===== src/rtl/pipelined_functional_unit.sv =====
// Fully pipelined integer functional unit with a fixed issue-to-result latency.
// One op per cycle is accepted; results leave in issue order towards either the
// wakeup bus or the LSQ address bus, each broadcast qualified by the CDB grant.
//
// Optional feature macro: FU_FLUSH_EN adds the 'flush' input, which drops every
// in-flight op (and any op issued in the same cycle).
//
// Ports:
//   clk, reset            clock, asynchronous active-high reset
//   issue_valid/ready     issue handshake from the RS select logic
//   alu_ctrl, alu_src     opcode and rhs select (0: rs2_value, 1: imm)
//   is_for_lsq            route result to the LSQ bus instead of wakeup
//   imm, rs1_value, rs2_value, tag_in, rob_in   operands and destination ids
//   out_req / out_grant   result request to, and grant from, the CDB arbiter
//   wakeup_*              wakeup broadcast (active only in granted cycle)
//   lsq_wakeup_*          LSQ broadcast (active only in granted cycle)
//   occupancy             number of valid stages in flight
//   flush                 (FU_FLUSH_EN only) invalidate all stages
module pipelined_functional_unit #(
  parameter int unsigned DATA_W  = 32,
  parameter int unsigned TAG_W   = 6,
  parameter int unsigned ROB_W   = 6,
  parameter int unsigned LATENCY = 3,
  localparam int unsigned OCC_W  = $clog2(LATENCY + 1)
) (
  input  logic               clk,
  input  logic               reset,
  input  logic               issue_valid,
  output logic               issue_ready,
  input  logic [3:0]         alu_ctrl,
  input  logic               alu_src,
  input  logic               is_for_lsq,
  input  logic [DATA_W-1:0]  imm,
  input  logic [DATA_W-1:0]  rs1_value,
  input  logic [DATA_W-1:0]  rs2_value,
  input  logic [TAG_W-1:0]   tag_in,
  input  logic [ROB_W-1:0]   rob_in,
  output logic               out_req,
  input  logic               out_grant,
  output logic               wakeup_active,
  output logic [TAG_W-1:0]   wakeup_tag,
  output logic [ROB_W-1:0]   wakeup_rob_index,
  output logic [DATA_W-1:0]  wakeup_value,
  output logic               lsq_wakeup_active,
  output logic [ROB_W-1:0]   lsq_wakeup_rob_index,
  output logic [DATA_W-1:0]  lsq_wakeup_value,
`ifdef FU_FLUSH_EN
  input  logic               flush,
`endif
  output logic [OCC_W-1:0]   occupancy
);

  localparam int unsigned SH_W = $clog2(DATA_W);
  localparam int unsigned LAST = LATENCY - 1;

  logic [LATENCY-1:0] vld_q;
  logic [LATENCY-1:0] lsq_q;
  logic [DATA_W-1:0]  val_q [LATENCY];
  logic [TAG_W-1:0]   tag_q [LATENCY];
  logic [ROB_W-1:0]   rob_q [LATENCY];
  logic [OCC_W-1:0]   occ_q;

  logic [DATA_W-1:0]  rhs;
  logic [DATA_W-1:0]  result;
  logic               op_illegal;
  logic               advance;
  logic               accept;
  logic               pop;
  logic               flush_int;

`ifdef FU_FLUSH_EN
  assign flush_int = flush;
`else
  assign flush_int = 1'b0;
`endif

  // Result is computed at issue; the stages only carry it to the fixed latency.
  always_comb begin
    rhs        = alu_src ? imm : rs2_value;
    op_illegal = 1'b0;
    case (alu_ctrl)
      4'b0001: result = rs1_value | rhs;
      4'b0010: result = rs1_value + rhs;
      4'b0011: result = rs1_value ^ rhs;
      4'b0100: result = rs1_value - rhs;
      4'b0101: result = rs1_value & rhs;
      4'b1001: result = rs1_value << rhs[SH_W-1:0];
      4'b1010: result = rs1_value >> rhs[SH_W-1:0];
      4'b1011: result = DATA_W'($signed(rs1_value) >>> rhs[SH_W-1:0]);
      4'b1100: result = rhs;
      4'b0000, 4'b1111: result = '1;
      default: begin
        result     = '1;
        op_illegal = 1'b1;
      end
    endcase
  end

  assign out_req     = vld_q[LAST];
  assign advance     = !out_req || out_grant;
  assign issue_ready = advance;
  assign accept      = issue_valid && advance;
  assign pop         = out_req && out_grant;

  always_ff @(posedge clk or posedge reset) begin
    if (reset) begin
      vld_q <= '0;
      lsq_q <= '0;
      occ_q <= '0;
      for (int i = 0; i < LATENCY; i++) begin
        val_q[i] <= '0;
        tag_q[i] <= '0;
        rob_q[i] <= '0;
      end
    end else if (flush_int) begin
      vld_q <= '0;
      occ_q <= '0;
    end else begin
      if (advance) begin
        // Bubbles shift along with ops so every op sees exactly LATENCY stages.
        for (int i = LATENCY - 1; i > 0; i--) begin
          vld_q[i] <= vld_q[i-1];
          lsq_q[i] <= lsq_q[i-1];
          val_q[i] <= val_q[i-1];
          tag_q[i] <= tag_q[i-1];
          rob_q[i] <= rob_q[i-1];
        end
        vld_q[0] <= accept;
        lsq_q[0] <= is_for_lsq;
        val_q[0] <= result;
        tag_q[0] <= tag_in;
        rob_q[0] <= rob_in;
      end
      case ({accept, pop})
        2'b10:   occ_q <= occ_q + OCC_W'(1);
        2'b01:   occ_q <= occ_q - OCC_W'(1);
        default: occ_q <= occ_q;
      endcase
    end
  end

  assign occupancy            = occ_q;
  assign wakeup_active        = pop && !lsq_q[LAST] && !flush_int;
  assign lsq_wakeup_active    = pop && lsq_q[LAST] && !flush_int;
  assign wakeup_tag           = tag_q[LAST];
  assign wakeup_rob_index     = rob_q[LAST];
  assign wakeup_value         = val_q[LAST];
  assign lsq_wakeup_rob_index = rob_q[LAST];
  assign lsq_wakeup_value     = val_q[LAST];

`ifndef SYNTHESIS
  always @(posedge clk) begin
    if (!reset) begin
      if (accept && op_illegal) $error("illegal alu_ctrl %b accepted", alu_ctrl);
      if (out_grant && !out_req) $error("out_grant without out_req");
    end
  end
`endif

endmodule


===== config.mk =====
export PLATFORM = sky130hd
export DESIGN_NAME = pipelined_functional_unit
export DESIGN_NICKNAME = d
export VERILOG_FILES = /design/src/rtl/pipelined_functional_unit.sv
export SDC_FILE = /design/constraint.sdc
export NUM_CORES = 1
export LEC_CHECK = 0
export CAP_MARGIN = 20
export CORE_MARGIN = 2
export CORE_UTILIZATION = 40
export DETAILED_ROUTE_END_ITERATION = 8
export PLACE_DENSITY = 0.67
export RECOVER_POWER = 100
export SYNTH_ARGS = -nofsm -noshare
export SYNTH_HDL_FRONTEND = slang
export SYNTH_SLANG_ARGS = --single-unit
export TNS_END_PERCENT = 100

===== constraint.sdc =====
create_clock -name clk -period 5.6 [get_ports clk]
set_input_delay 1.4 -clock clk [delete_from_list [all_inputs] [get_ports clk]]
set_output_delay 1.4 -clock clk [all_outputs]
set_load 0.05 [all_outputs]

==> flow_summary_export.csv, run 1 <==
group,metric,value,unit
run_status,status,"finished with violations",
run_status,violations,"capacitance limit, slew limit",
run,cap_violations,2,
power,swShare,0.510,
place,place_inst,2428,
sta,skew,0.0141,ns
place,pre_cts_slack,-0.0397,ns
layout,mostFrequentLayoutCells,"422 x nand2_1, 140 x dfrtp_1, 135 x nor2_1, 114 x clkdlybuf4s50_1, 111 x buf_4",
critical_path,rr_endpoint,"lsq_wakeup_value[6]$_DFFE_PP0N_",
layout,final_common_cell,"nand2_1",
clock_tree,clock_latency,0.43,ns
layout,drive_gt1_frac,0.114,
critical_path,reg2reg_slack,2.85,ns
layout,num-fill-cells,3597,
sta,worst_pin_slew,2.87,ns
clock_tree,clock_sinks,140,
clock_tree,post-cts-setup-buffers,0,
sta,setup_violations,0,
critical_path,ff2ff_path_depth,4,
clock_tree,cts_buffer_depth,2,
grt,met3_usage,0.0887,
power,peakVddDrop,0.000186,V
power,internal-power,3.16,mW
die,start_util,0.408,
sta,hold_slack,0.460,ns
yosys,synth_edf_count,0,
critical_path,critPathArrivalTime,5.72,ns
die,die_width,195,µm
sta,rsz0062_at_grt,"false",
clock_tree,ctsResizeCount,0,
grt,overflow,0,
yosys,synth-main-ff-cell,"dfrtp_1",
sta,slew_headroom,-0.924,
critical_path,path_cells,"buf_2, mux2i_4, buf_4, nand2_1, nor2_1, nor2_1, xnor2_1, ha_1, a21o_1, nand2b_1, o21ai_0, nand3_1, a21o_1, xor2_1, a2111oi_0, clkbuf_1, a21oi_1",
power,p_seq_frac,0.261,
clock_tree,cts_buffers,17,
layout,postLayoutCoreUtil,0.492,
power,pwr-share-clk,0.175,
routing,wl_per_cell,24.7,µm
yosys,netlist_instances,1845,
critical_path,critical_path.top_delay_family,"compound AO/OA/AOI/OAI gates",
grt,first_global_vias,14517,
grt,grt_pass1_wl,91.2,mm
yosys,synth_seq_cells,140,
yosys,syn-num-nets,2062,
layout,syn_to_final_growth,20.6,%
critical_path,max_stage_delay,0.48,ns
routing,drtIter0Drc,1537,
critical_path,cp-startpoint,"alu_src",
critical_path,critPathMaxFanout,28,
layout,num_antenna_cells,0,
clock_tree,cts_root_buf,"clkbuf_16",
routing,drc_errors,0,
place,dpl.hpwl,46.0,mm
power,power_frac_comb,0.564,
die,coreArea,0.0357,mm²
layout,fin_cells,2460,
grt,antenna_found_initial,2,
critical_path,crit_end,"val_q[77]$_DFFE_PP0N_",
routing,firstDrtPassIters,6,
yosys,synth_area_leaders,"dfrtp_1 24%, nand2_1 11%, ha_1 8.4%",
clock_tree,hold_buffers,0,
layout,multiInputGateArea,0.00973,mm²
die,fp-row-count,69,
yosys,ys_seq_area_frac,0.240,
yosys,syn_area_per_cell,7.90,µm²
place,gp_congestion,1.04,
yosys,yosys.area.top_type,"dfrtp_1",
grt,use_met1,0.417,
critical_path,worstReg2RegStart,"vld_q[2]$_DFFE_PP0N_",
sta,setup-tns-final,0,ns
clock_tree,cts.htree.levels,4,
critical_path,critPathSlowestCell,"o21ai_0",
layout,layout.nets,2203,
critical_path,endpoint_kind,"register",
critical_path,path_buf_inv,3,
yosys,yosysTopAreaCellShare,0.240,
grt,top_usage_layer,"met2",
power,cellLeakagePower,7.80,nW
grt,grt_max_degree,105,
layout,seqCellArea,0.00350,mm²
critical_path,crit_cells,17,
place,port-buffer-count,205,
die,ios,206,
die,die_height,195,µm
sta,layout_setup_ws,0.185,ns
clock_tree,clkSlewWorstSetupHoldPaths,0.08,ns
sta,period_needed,5.42,ns
yosys,synth_cell_types,81,
power,power_density,366,mW/mm²
clock_tree,cts_tree,"built",
routing,drt_wl_total,60.8,mm
die,die-area,0.0380,mm²
routing,vias_per_cell,6.10,
sta,period_share,0.967,
critical_path,worstPathRequired,5.90,ns
sta,drv_slew,170,
critical_path,critical_path_class,"input pin to register",
grt,grt_use_met2,0.492,
sta,fmax,185,MHz
hold_path,min_path_type,"register to register",
critical_path,worstSetupStartpointType,"input pin",
routing,ant_nets,0,
sta,hold_viol,0,
yosys,netlist_area,0.0146,mm²
grt,grt_usage,0.318,
yosys,yosys_warnings,0,
routing,vias,14996,
power,p_sw,3.29,mW
yosys,async_reset_ff_frac,1.00,
cells by family (layout without fill, tap and decap cells):
| group | after synthesis | count (layout) | share of synthesized area |
|---|---|---|---|
| AO/OA/AOI/OAI | 437 | 437 | 0.202 |
| XOR/XNOR | 57 | 57 | 0.0342 |
| adder cells (fa/ha/maj) | 99 | 99 | 0.0854 |
| buffers and inverters | 277 | 431 | 0.0975 |
| flip-flops | 140 | 140 | 0.240 |
| multiplexers | 146 | 146 | 0.139 |
| AND/OR/NAND/NOR | 689 | 689 | 0.201 |
metrics by stage:
step	cell area (µm²)	power, mW
CTS	17600	6.57
finish	17600	6.45
floorplan	14600	4.48
detailed placement	17100	5.43
global route	17600	6.80
global placement	17100	5.38
state kept, by name, summed over array words and instances (netlist names), 3 cells and up:
name                  flops
wakeup_tag                6
val_q                    64
tag_q                    12
lsq_wakeup_rob_index      6
lsq_wakeup_value         32
rob_q                    12
lsq_q                     3
vld_q                     3
worst min path at each step:
stage / start / cells after the start / end
CTS: rob_q[14]$_DFFE_PP0N_ / 2 / rob_q[14]$_DFFE_PP0N_
global placement: vld_q[1]$_DFFE_PP0N_ / 1 / vld_q[2]$_DFFE_PP0N_
finish: wakeup_tag[3]$_DFFE_PP0N_ / 2 / wakeup_tag[3]$_DFFE_PP0N_
global route: occupancy[1]$_DFFE_PP0P_ / 1 / occupancy[1]$_DFFE_PP0P_
floorplan: vld_q[1]$_DFFE_PP0N_ / 2 / vld_q[1]$_DFFE_PP0N_
detailed placement: vld_q[1]$_DFFE_PP0N_ / 1 / vld_q[2]$_DFFE_PP0N_
cell type report:
| class | instances | area share |
|---|---|---|
| Tap cell | 461 | 0.0328 |
| Inverter | 72 | 0.0156 |
| Clock inverter | 15 | 0.00832 |
| Timing Repair Buffer | 327 | 0.167 |
| Sequential cell | 140 | 0.199 |
| Clock buffer | 17 | 0.0242 |
| Multi-Input combinational cell | 1428 | 0.553 |
Yosys cell counts, types with 8 or more instances:
| master | instances |
|---|---|
| ha_1 | 98 |
| a21o_1 | 11 |
| nand2_1 | 422 |
| a21oi_1 | 100 |
| mux2i_1 | 94 |
| a2111oi_0 | 10 |
| nor2b_1 | 8 |
| dfrtp_1 | 140 |
| o31ai_1 | 10 |
| nand3_1 | 19 |
| buf_2 | 23 |
| a211oi_1 | 18 |
| xnor2_1 | 50 |
| a31oi_1 | 27 |
| o211ai_1 | 29 |
| inv_1 | 69 |
| mux4_2 | 41 |
| a22o_1 | 10 |
| buf_4 | 86 |
| o2111ai_1 | 14 |
| o21a_1 | 10 |
| a221oi_1 | 13 |
| nor2_1 | 137 |
| o21ai_0 | 66 |
| nor3_1 | 38 |
| o22ai_1 | 33 |
| clkbuf_1 | 85 |
| a22oi_1 | 19 |
worst min-delay path: stages, from the launching register on:
cell and delay [ns]:
dfrtp_1 0.34, nand2_1 0.05, nand2_1 0.04
power groups by stage:
stage | sequential (mW) | clock, mW | combinational, mW
final | 1.68 | 1.13 | 3.64
after floorplan | 1.65 | 0 | 2.83
after detailed placement | 1.72 | 0 | 3.72
after global routing | 1.74 | 1.19 | 3.86
after CTS | 1.70 | 1.15 | 3.73
after global placement | 1.70 | 0 | 3.69
metal layers:
metal | wire length [µm] | vias to the layer above
li1 | - | 6836
met1 | 24800 | 7127
met2 | 26700 | 880
met3 | 6500 | 149
met4 | 2740 | 4
met5 | 29 | -
No activity file was read; power rests on OpenSTA's default activity.
==> inputs of run 2 (changes only) <==
--- a/config.mk
+++ b/config.mk
@@ -8,6 +8,7 @@
 export CAP_MARGIN = 20
 export CORE_MARGIN = 2
 export CORE_UTILIZATION = 40
+export CTS_CLUSTER_SIZE = 40
 export DETAILED_ROUTE_END_ITERATION = 8
 export PLACE_DENSITY = 0.67
 export RECOVER_POWER = 100
==> results of run 2 <==
Final layout, timing and power as in run 1 (identical DEF).
